File: config.mk
export PLATFORM = sky130hd
export DESIGN_NAME = gf4_inv_arbiter
export DESIGN_NICKNAME = d
export VERILOG_FILES = /design/src/rtl/gf4_inv_arbiter.sv
export SDC_FILE = /design/constraint.sdc
export NUM_CORES = 1
export LEC_CHECK = 0
export CAP_MARGIN = 20
export CORE_UTILIZATION = 48
export DETAILED_ROUTE_END_ITERATION = 10
export GPL_TIMING_DRIVEN = 0
export PLACE_DENSITY = 0.92
export SETUP_SLACK_MARGIN = 0.3
export SLEW_MARGIN = 10
export SYNTH_ARGS = -nofsm -noshare
export SYNTH_HDL_FRONTEND = slang
export SYNTH_SLANG_ARGS = --single-unit
File: constraint.sdc
create_clock -name clk -period 4.55 [get_ports clk]
set_clock_uncertainty 0.1 [all_clocks]
set_input_delay 0.91 -clock clk [delete_from_list [all_inputs] [get_ports clk]]
set_output_delay 0.91 -clock clk [all_outputs]
set_load 0.01 [all_outputs]
File: src/rtl/gf4_inv_arbiter.sv
// gf4_inv_arbiter: one GF(2^4) inverter (field poly x^4+x+1) shared by
// NUM_REQ requesters. A round-robin grant picks one operand per cycle. The
// inverse lands in a single-entry output stage that is tagged with the
// requester ID. A full stage that is being popped can accept a new operand
// in the same cycle, so the unit sustains one result per cycle.
module gf4_inv_arbiter #(
  parameter int NUM_REQ = 4,
  parameter int ID_W    = 2
) (
  input  logic                 clk,
  input  logic                 reset,
  input  logic [NUM_REQ-1:0]   req_valid,
  input  logic [4*NUM_REQ-1:0] req_data,
  output logic [NUM_REQ-1:0]   req_ready,
  output logic                 resp_valid,
  input  logic                 resp_ready,
  output logic [ID_W-1:0]      resp_id,
  output logic [3:0]           resp_data,
  output logic [3:0]           resp_operand
);

  logic [ID_W-1:0] ptr;
  logic [ID_W-1:0] ptr_nxt;
  logic [ID_W-1:0] grant_idx;
  logic [ID_W-1:0] scan_idx;
  logic            grant_found;
  logic            space;
  logic            accept;
  logic [3:0]      grant_op;
  logic [3:0]      grant_inv;
  logic [3:0]      ops [NUM_REQ];

  // Multiplicative inverse in GF(2^4) mod x^4+x+1. Zero has no inverse,
  // so it is passed through as zero.
  function automatic logic [3:0] gf4_inv(input logic [3:0] x);
    logic [3:0] y;
    case (x)
      4'h0: y = 4'h0;
      4'h1: y = 4'h1;
      4'h2: y = 4'h9;
      4'h3: y = 4'hE;
      4'h4: y = 4'hD;
      4'h5: y = 4'hB;
      4'h6: y = 4'h7;
      4'h7: y = 4'h6;
      4'h8: y = 4'hF;
      4'h9: y = 4'h2;
      4'hA: y = 4'hC;
      4'hB: y = 4'h5;
      4'hC: y = 4'hA;
      4'hD: y = 4'h4;
      4'hE: y = 4'h3;
      default: y = 4'h8;
    endcase
    return y;
  endfunction

  // Split the flat operand bus into per-requester nibbles.
  for (genvar i = 0; i < NUM_REQ; i++) begin : g_ops
    assign ops[i] = req_data[4*i +: 4];
  end

  // Rotate-priority encoder: find the first valid requester starting at ptr.
  always_comb begin
    grant_found = 1'b0;
    grant_idx   = '0;
    scan_idx    = '0;
    for (int k = 0; k < NUM_REQ; k++) begin
      scan_idx = ID_W'((int'(ptr) + k) % NUM_REQ);
      if (!grant_found && req_valid[scan_idx]) begin
        grant_found = 1'b1;
        grant_idx   = scan_idx;
      end
    end
  end

  // The stage has room when it is empty or is being drained this cycle.
  always_comb begin
    space     = ~resp_valid | resp_ready;
    accept    = grant_found & space;
    grant_op  = ops[grant_idx];
    grant_inv = gf4_inv(grant_op);
    ptr_nxt   = (int'(grant_idx) == NUM_REQ - 1) ? '0 : grant_idx + 1'b1;
  end

  // One-hot ready toward the granted requester only.
  always_comb begin
    req_ready = '0;
    if (grant_found) req_ready[grant_idx] = space;
  end

  // Output stage and round-robin pointer. ptr advances only on an accept.
  // The data registers keep their last value after a pop.
  always_ff @(posedge clk or posedge reset) begin
    if (reset) begin
      ptr          <= '0;
      resp_valid   <= 1'b0;
      resp_id      <= '0;
      resp_data    <= '0;
      resp_operand <= '0;
    end else if (accept) begin
      ptr          <= ptr_nxt;
      resp_valid   <= 1'b1;
      resp_id      <= grant_idx;
      resp_data    <= grant_inv;
      resp_operand <= grant_op;
    end else if (resp_ready) begin
      resp_valid   <= 1'b0;
    end
  end

endmodule

---- Word-level counts from Yosys, hierarchy flattened ----
Memories as Yosys holds them, arrays and structs flattened. A register that Yosys moved wholly into a read port is not among the register bits.
Index checks and enable logic that the tools add are counted.
cells by class
  eq/ne operators ......................... 1
  add/subtract/negate cells ............... 4
  muxes and demuxes ....................... 25
  reductions and logical operators ........ 8
  bitwise operators ....................... 5
  magnitude comparators ................... 7
operator list
  operator                                                               number
  2-bit by 3-bit < comparator with 1-bit output, second input constant   5
  4-bit 2-to-1 mux                                                       3
  1-bit 2-to-1 mux                                                       11
  2-bit 2-to-1 mux                                                       5
  1-bit binary-select mux with 2-bit select                              4
  4-bit binary-select mux with 2-bit select                              1
  2-bit by 1-bit adder with 2-bit output, second input constant          2
  2-bit adder, second input constant                                     2
  4-bit AND                                                              1
  1-bit logical AND                                                      4
  3-bit >= comparator, second input constant                             1
  1-bit zero test                                                        3
  2-bit NOT with 3-bit output                                            1
  1-bit demux with 2-bit select                                          1
  2-bit by 1-bit == test with 1-bit output, second input constant        1
  2-bit by 1-bit >= comparator with 1-bit output, second input constant  1
  2-bit nonzero test                                                     1
  1-bit AND                                                              1
  1-bit NOT                                                              1
  1-bit OR                                                               1
word-level totals
  bits of input ports ..................... 23
  memories ................................ 1
  register bits ........................... 9
  ROM bits ................................ 64
  logic and storage cells ................. 55
memory list
  memory           depth  bits a word  read ports  clocked after Yosys merged registers in  wr ports  line  source
  (no name shown)  16     4            1           1                                        0         37    case (x)

---- Logic depth before layout (Yosys ltp) ----
Gate-level depths: netlist of the first run.
  word-level depth ........................ 18
  gate-level depth with buffers ........... 12
  depth with buffers taken out ............ 12

---- Worst setup path after synthesis of the first run ----
Ideal clock, no wire load.
  path kind ............................... input-to-reg
  start ................................... in req_valid[2]
  end ..................................... reg resp_data[2]
  slack ................................... 1.403 ns
  data arrival time ....................... 2.919 ns
  stages .................................. 11
  required time ........................... 4.322 ns
  cells stage by stage .................... nand2b_1 -> o21ai_2 -> a211o_4 -> clkinv_4 -> a211oi_1 -> nor2_1 -> inv_1 -> ha_1 -> or3_2 -> mux2i_1 -> a221oi_2
on the way
  longest elaborated chain between the ends .. 16
  elaborated cells on any way between the ends .. 27
  classes of those cells .................. mux: 19; bitwise: 2; reduce/logical: 6
ends and longest elaborated chain
  element                                                   line  source
  from (decl)                                               12    input logic [NUM_REQ-1:0] req_valid,
  1-bit binary-select mux with 2-bit select                 70    if (!grant_found && req_valid[scan_idx]) begin
  1-bit 2-to-1 mux (not written as such)                    70
  1-bit 2-to-1 mux                                          70
  1-bit zero test                                           70
  1-bit logical AND                                         70
  1-bit 2-to-1 mux                                          70
  1-bit zero test                                           70
  1-bit logical AND                                         70
  1-bit 2-to-1 mux                                          70
  1-bit zero test                                           70
  1-bit logical AND                                         70
  2-bit 2-to-1 mux (*)                                      70
  via grant_idx[0]                                          24    logic [ID_W-1:0] grant_idx;
  2-bit NOT with 3-bit output (not written as such) (*)     81    grant_op = ops[grant_idx];
  4-bit binary-select mux with 2-bit select (*)             81
  4-bit 2-to-1 mux (not written as such) (*) (2 in series)  81
  to (decl)                                                 18    output logic [3:0] resp_data,
Mark *: on every way through the listed nets, which the timed path passes. The rest lies on a longest branch. The select of a mux whose other input is x is not followed.
A chain may end at the register's enable or synchronous reset.

---- Final worst setup path of the first run ----
  start ................................... in req_valid[0]
  end ..................................... out req_ready[0]
on the way
  longest elaborated chain between the ends .. 18
  elaborated cells on any way between the ends .. 29
  classes of those cells .................. order compare: 2; mux: 19; bitwise: 1; reduce/logical: 7
ends and longest elaborated chain
  element                                                                                                                                       line  source
  1-bit binary-select mux with 2-bit select                                                                                                     70
  1-bit 2-to-1 mux (not written as such)                                                                                                        70
  1-bit 2-to-1 mux                                                                                                                              70
  1-bit zero test                                                                                                                               70
  1-bit logical AND                                                                                                                             70
  1-bit 2-to-1 mux                                                                                                                              70
  1-bit zero test                                                                                                                               70
  1-bit logical AND                                                                                                                             70
  (+3 left out)                                                                                                                                 -
  2-bit 2-to-1 mux (*)                                                                                                                          70
  via grant_idx[1]                                                                                                                              24
  2-bit by 3-bit < comparator with 1-bit output (not written as such) / 2-bit by 1-bit >= comparator with 1-bit output (equally long branches)  89    if (grant_found) req_ready[grant_idx] = space;
  1-bit logical AND (not written as such)                                                                                                       89
  1-bit 2-to-1 mux (not written as such)                                                                                                        89
  1-bit demux with 2-bit select (*)                                                                                                             89
  4-bit AND (no line) (*)                                                                                                                       -
  4-bit 2-to-1 mux (*)                                                                                                                          89
  to (decl)                                                                                                                                     14    output logic [NUM_REQ-1:0] req_ready,
Marks and branches as above.

==> summary.txt, run 1 <==
Status
  • Status: complete, no violations

Pwr
  • Design Power: 756 µW
  • Pwr dens: 499 nW/µm²
  • Maximum vdd ir drop: 0.370 mV
  • Leakage: 0.000676 µW

Routing
  • Final ANT Viol Nets: 0
  • Wire per inst: 13.9 µm
  • WL met2: 1300 µm
  • Vias per inst: 5.47
  • DRT Pass-1 Iters: 4
  • Detailed-route DRC error count: 0
  • Detailed-route via count: 1034
  • 1st-iter DRT viols: 12
  • Top routing layer in use: met4
  • Met3 Routed Length: 90 µm
  • Drt total wl: 2620 µm
  • Met1 wire length: 1200 µm

Timing
  • Setup TNS: 0 ns
  • F_max: 248 MHz
  • Slew @ Worst Pin: 0.498 ns
  • RSZ-0062 raised after global routing: no
  • Final Cycle Share: 0.886
  • Final min period: 4.03 ns
  • Slew Limit Fails: 0
  • # setup viols final: 0
  • Final setup margin: 0.517 ns
  • Slew HR: 0.665
  • Hold Vio Cnt, Final: 0
  • Hold_ws: 0.388 ns

Clock tree
  • CTS Buf Count: 3
  • Root buf cell: clkbuf_4
  • Clock Latency Late Sink: 0.27 ns
  • CTS clk-pin slew, worst paths: 0.07 ns
  • PostCTS Resize Cnt: 0
  • Htree depth: 1
  • CTS Sinks: 13
  • Post-CTS Setup Bufs: 0
  • CTS tree: done
  • Max Root-Sink Buffers: 2
  • Hold_buf cts: 0

Global route
  • Largest net degree at the start of global routing: 14
  • Total grt overflow: 0
  • Initial antenna violation count: 0
  • Vias in the first global route: 966
  • GRT Overall Usage: 0.229
  • First-pass GRT wire length: 4320 µm

Die
  • Die width: 49.5 µm
  • Initial core utilization: 0.531
  • Core ar.: 2040 µm²
  • Die area: 2450 µm²
  • Ports: 38
  • Placement Rows: 16
  • Die height: 49.5 µm

Min path
  • Worst Hold Class: register to register

Yosys
  • Register area share after synthesis: 0.300
  • Yosys warns: 0
  • Syn_nets: 154
  • Cell Area, Synth: 1080 µm²
  • Library cells used by synthesis: 42
  • Synth Area per Inst: 8.97 µm²
  • Cells after synthesis: 121
  • Seq cells post-synth: 13

Setup path
  • WS Path Type: primary input to primary output
  • Crit path DAT: 3.02 ns
  • CP Max Fanout: 8
  • WP data required: 3.54 ns
  • Startpoint types: primary input
  • Worst setup EP type: primary output

Finish
  • Commonest non-fill, non-tap cell in the layout: clkdlybuf4s50_1
  • Fill count: 170
  • Layout cell share with drive strength beyond 1: 0.117
  • Number of diodes: 0
  • Layout area overhead: 39.7%
  • Nets: 196
  • Layout Utilization: 0.742
  • Commonest cells after routing, fill and taps aside: clkdlybuf4s50_1, nand2_1, dfrtp_1

Placement
  • Number of buffers added on ports: 37
  • Detail Placement HPWL: 2120 µm
  • Pre-CTS setup slack: 0.513 ns
  • Placer Congestion: 0.796

Flow run
  • MaxCap Viol Count: 0
[final cells by class]
| class | count | area [µm²] | share of cell area |
|---|---|---|---|
| plain buffers | 3 | 20.0 | 0.0132 |
| clock buffers | 4 | 26.3 | 0.0173 |
| inverters | 11 | 46.3 | 0.0306 |
| multi-input cells | 94 | 693 | 0.457 |
| flip-flops and latches | 13 | 325 | 0.215 |
| well taps | 27 | 33.8 | 0.0223 |
| repair buffers | 37 | 370 | 0.244 |
[through the flow]
| step | area, µm² | std cells |
|---|---|---|
| floorplan | 1080 | 121 |
| global placement | 1490 | 185 |
| detailed placement | 1490 | 185 |
| CTS | 1520 | 189 |
| global route | 1520 | 189 |
| finish | 1520 | 189 |
[worst paths after layout]
kind	startpoint	to	slack [ns]	cells after the start
max in group asynchronous	reset	resp_data[1]$_DFFE_PP0P_	3.16	2
min in group asynchronous	reset	ptr[1]$_DFFE_PP0P_	0.86	2
worst max-delay path	req_valid[0]	req_ready[0]	0.52	8
worst min register to register	resp_operand[2]$_DFFE_PP0P_	resp_operand[2]$_DFFE_PP0P_	0.39	2
worst min-delay path	resp_operand[2]$_DFFE_PP0P_	resp_operand[2]$_DFFE_PP0P_	0.39	2
worst max register to register	ptr[0]$_DFFE_PP0P_	resp_data[2]$_DFFE_PP0P_	1.55	11
[power by group]
| group | leakage (µW) | switching (µW) | internal (µW) |
|---|---|---|---|
| combinational | 0.000508 | 255 | 240 |
| clock | 0.0000150 | 36.3 | 34.0 |
| sequential | 0.000153 | 30.4 | 161 |
[Yosys cell counts (all sizes together)]
library cell,instances,area [µm²]
a211oi,6,62.6
a21oi,4,20.0
or3,2,13.8
nand2b,3,26.3
o21ai,11,58.8
or2,1,6.26
ha,10,125
a221oi,1,15.0
a21o,2,16.3
clkinv,1,8.76
nor3,1,5.00
o211ai,5,42.5
buf,2,16.3
nor4,1,6.26
inv,10,37.5
nor2,7,33.8
and3,2,12.5
clkbuf,1,3.75
o221ai,1,8.76
a211o,2,27.5
and2,5,31.3
mux2,1,15.0
dfrtp,13,325
xnor2,1,8.76
a21boi,4,33.8
nand2,16,60.1
mux2i,3,30.0
nand3,3,15.0
o2111ai,1,8.76
o211a,1,10.0
[cells by family after synthesis]
| kind of cell | share of synthesized area |
|---|---|
| buffers and inverters | 0.0611 |
| muxes | 0.0415 |
| and+or+nand+nor | 0.194 |
| adders and majority gates | 0.115 |
| AOI/OAI and AO/OA | 0.280 |
| xor gates and xnor gates | 0.00808 |
| DFF | 0.300 |
[worst max-delay path, cell delays in order]
cell	delay, ns
clkdlybuf4s50_1	0.46
and2_1	0.20
o211a_1	0.24
nor2_4	0.24
inv_1	0.16
ha_1	0.20
and2_1	0.13
clkdlybuf4s50_1	0.48
[flip-flops by register name, summed over array words and instances (netlist names)]
name          cells
resp_data         4
resp_operand      4
ptr               2
resp_id           2
resp_valid        1
[metal layers]
layer  vias up  global-route usage
met1       500               0.288
met4         0              0.0667
met3         4              0.0525
met5         -                   0
met2        23               0.387
li1        507                   -
(Power assumes the default switching activity.)
==> run 2, diff against run 1 <==
Settings changed: CORE_UTILIZATION 48 to 40, PLACE_DENSITY 0.92 to 0.83, SKIP_LAST_GASP set to 1.
Clock period 4.55 ns to 3.4 ns, I/O delays scaled along.
==> run 2 against run 1 <==
  * Register-to-register slack got worse by 0.86 ns
  * Global-route usage down 3.8 points
  * Cell count up 5.3%
  * Critical path depth unchanged
  * Final area grew 4.5%
  * Die area increased by 19%
  * Total power increased by 41%
  * Sequential share of layout area fell by 0.93 points
  * Flip-flop and latch count unchanged
  * Non-clock buffer count increased by 7
  * Setup slack worse by 0.12 ns
  * Critical endpoint is now req_ready[1]
  * Highest routed layer unchanged
==> summary.txt, run 2 (synthesis results as in run 1) <==
Status
  • Status: complete, no violations (unchanged)

Setup path
  • WS Path Type: primary input to primary output (unchanged)
  • Startpoint types: primary input (unchanged)
  • CP Max Fanout: 5 (was 8)
  • Crit path DAT: 2.22 ns (was 3.02 ns)
  • Worst setup EP type: primary output (unchanged)
  • WP data required: 2.62 ns (was 3.54 ns)

Clock tree
  • Hold_buf cts: 0 (unchanged)
  • Clock Latency Late Sink: 0.26 ns (was 0.27 ns)
  • Max Root-Sink Buffers: 2 (unchanged)
  • CTS Sinks: 13 (unchanged)
  • CTS Buf Count: 3 (unchanged)
  • Root buf cell: clkbuf_4 (unchanged)
  • CTS tree: done (unchanged)
  • Htree depth: 1 (unchanged)
  • CTS clk-pin slew, worst paths: 0.08 ns (was 0.07 ns)

Pwr
  • Combinational share of power: 0.671 (was 0.654)
  • NetSw: 447 µW (was 322 µW)
  • Pwr dens: 671 nW/µm² (was 499 nW/µm²)
  • Internal Power: 616 µW (was 435 µW)
  • Leakage: 0.000734 µW (was 0.000676 µW)
  • Maximum vdd ir drop: 0.556 mV (was 0.370 mV)
  • Design Power: 1060 µW (was 756 µW)
  • Sw frac: 0.420 (was 0.425)
  • Reg power frac: 0.239 (was 0.253)
  • Clock power share: 0.090 (was 0.093)

Timing
  • Final min period: 3.00 ns
  • F_max: 333 MHz
  • # setup viols final: 0 (unchanged)
  • Setup TNS: 0 ns (unchanged)
  • Final Cycle Share: 0.884
  • Slew HR: 0.679 (was 0.665)
  • Slew @ Worst Pin: 0.481 ns (was 0.498 ns)
  • Hold Vio Cnt, Final: 0 (unchanged)
  • RSZ-0062 raised after global routing: no (unchanged)
  • Slew Limit Fails: 0 (unchanged)
  • Final setup margin: 0.395 ns (was 0.517 ns)

Routing
  • Vias per inst: 5.16 (was 5.47)
  • 1st-iter DRT viols: 9 (was 12)
  • Met1 wire length: 1160 µm (was 1200 µm)
  • Drt total wl: 2570 µm (was 2620 µm)
  • Final ANT Viol Nets: 0 (unchanged)
  • DRT Pass-1 Iters: 4 (unchanged)
  • Top routing layer in use: met4 (unchanged)
  • Detailed-route via count: 1027 (was 1034)
  • Detailed-route DRC error count: 0 (unchanged)
  • WL met2: 1260 µm (was 1300 µm)
  • Wire per inst: 12.9 µm (was 13.9 µm)
  • Met3 Routed Length: 101 µm (was 90 µm)

Global route
  • Total grt overflow: 0 (unchanged)
  • Initial antenna violation count: 0 (unchanged)
  • GRT Overall Usage: 0.190 (was 0.229)
  • Vias in the first global route: 976 (was 966)
  • Largest net degree at the start of global routing: 14 (unchanged)
  • First-pass GRT wire length: 4020 µm (was 4320 µm)

Finish
  • Final Cell Area: 1580 µm² (was 1520 µm²)
  • Commonest cells after routing, fill and taps aside: clkdlybuf4s50_1, nand2_1, dfrtp_1, o21ai_0, ha_1 (was clkdlybuf4s50_1, nand2_1, dfrtp_1)
  • Layout cell share with drive strength beyond 1: 0.183 (was 0.117)
  • Number of diodes: 0 (unchanged)
  • Nets: 203 (was 196)
  • Layout Cells excl Fill: 199 (was 189)
  • Top Registers: resp_data: 4 flops, resp_operand: 4 flops (unchanged)
  • Commonest non-fill, non-tap cell in the layout: clkdlybuf4s50_1 (unchanged)
  • Layout area overhead: 46.0% (was 39.7%)

Placement
  • Detail Placement HPWL: 2020 µm (was 2120 µm)
  • Pre-CTS setup slack: -0.369 ns (was 0.513 ns)
  • Number of buffers added on ports: 37 (unchanged)
  • DP Area: 1490 µm² (about the same)
  • Placer Congestion: 0.774 (was 0.796)
  • Placed Cells incl. Taps: 188 (was 185)

Die
  • Ports: 38 (unchanged)
  • Core ar.: 2520 µm² (was 2040 µm²)
  • Die area: 2920 µm² (was 2450 µm²)
  • Die width: 54.1 µm (was 49.5 µm)
  • Placement Rows: 18 (was 16)
  • Die height: 54.1 µm (was 49.5 µm)
  • Initial core utilization: 0.430 (was 0.531)

Min path
  • Worst Hold Class: register to register (unchanged)

Flow run
  • MaxCap Viol Count: 0 (unchanged)
==> run 2: area by class of cell <==
class / instances / area, µm²
repair buffers: 44 / 413
clock buffers: 4 / 26.3
well taps: 30 / 37.5
multi-input cells: 94 / 716
flip-flops and latches: 13 / 325
fillers: 234 / 938
inverters: 11 / 46.3
plain buffers: 3 / 20.0
==> run 2: timing repair <==
item,CTS,global route
setup endpoints to repair,8,0
setup buffers,7,0
gates resized for setup,14,0
==> run 2: metrics by stage <==
stage / utilization / hold WS (ns)
after global placement: 0.592 / 0.364
after CTS: 0.628 / 0.389
after detailed placement: 0.592 / 0.370
after global routing: 0.628 / 0.404
final: 0.628 / 0.383
after floorplan: - / 0.400
==> run 2: worst paths after layout <==
kind,depth (start not counted),startpoint,endpoint,slack [ns]
hold reg to reg,2,resp_id[1]$_DFFE_PP0P_,resp_id[1]$_DFFE_PP0P_,0.38
setup / recovery,8,req_valid[1],req_ready[1],0.40
hold / removal,2,resp_id[1]$_DFFE_PP0P_,resp_id[1]$_DFFE_PP0P_,0.38
max in group asynchronous,2,reset,resp_id[1]$_DFFE_PP0P_,2.25
min in group asynchronous,2,reset,resp_operand[0]$_DFFE_PP0P_,0.62
setup reg to reg,12,ptr[1]$_DFFE_PP0P_,resp_data[3]$_DFFE_PP0P_,0.69
==> run 2: power groups by stage <==
| stage | Sequential, µW | Clock (µW) | Combinational (µW) |
|---|---|---|---|
| floorplan | 276 | 0 | 405 |
| global placement | 254 | 0 | 637 |
| detailed placement | 257 | 0 | 659 |
| CTS | 255 | 97.2 | 711 |
| global route | 263 | 103 | 782 |
| finish | 254 | 95.2 | 713 |
==> run 2: critical path, stage by stage <==
cell           delay [ns]
dlygate4sd2_1        0.27
nand2b_4             0.17
o211a_1              0.27
nor2_4               0.15
inv_2                0.09
ha_1                 0.18
and2_1               0.13
dlygate4sd2_1        0.28
==> run 2: per-layer routing <==
| layer | track usage | up-vias |
|---|---|---|
| met1 | 0.225 | 467 |
| met2 | 0.342 | 32 |
| met4 | 0.0769 | 0 |
| li1 | - | 521 |
| met5 | 0 | - |
| met3 | 0.0254 | 7 |
==> run 3, diff against run 2 <==
Settings changed: SLEW_MARGIN 10 to unset.
==> results of run 3 <==
Final layout, timing and power as in run 2 (identical DEF).
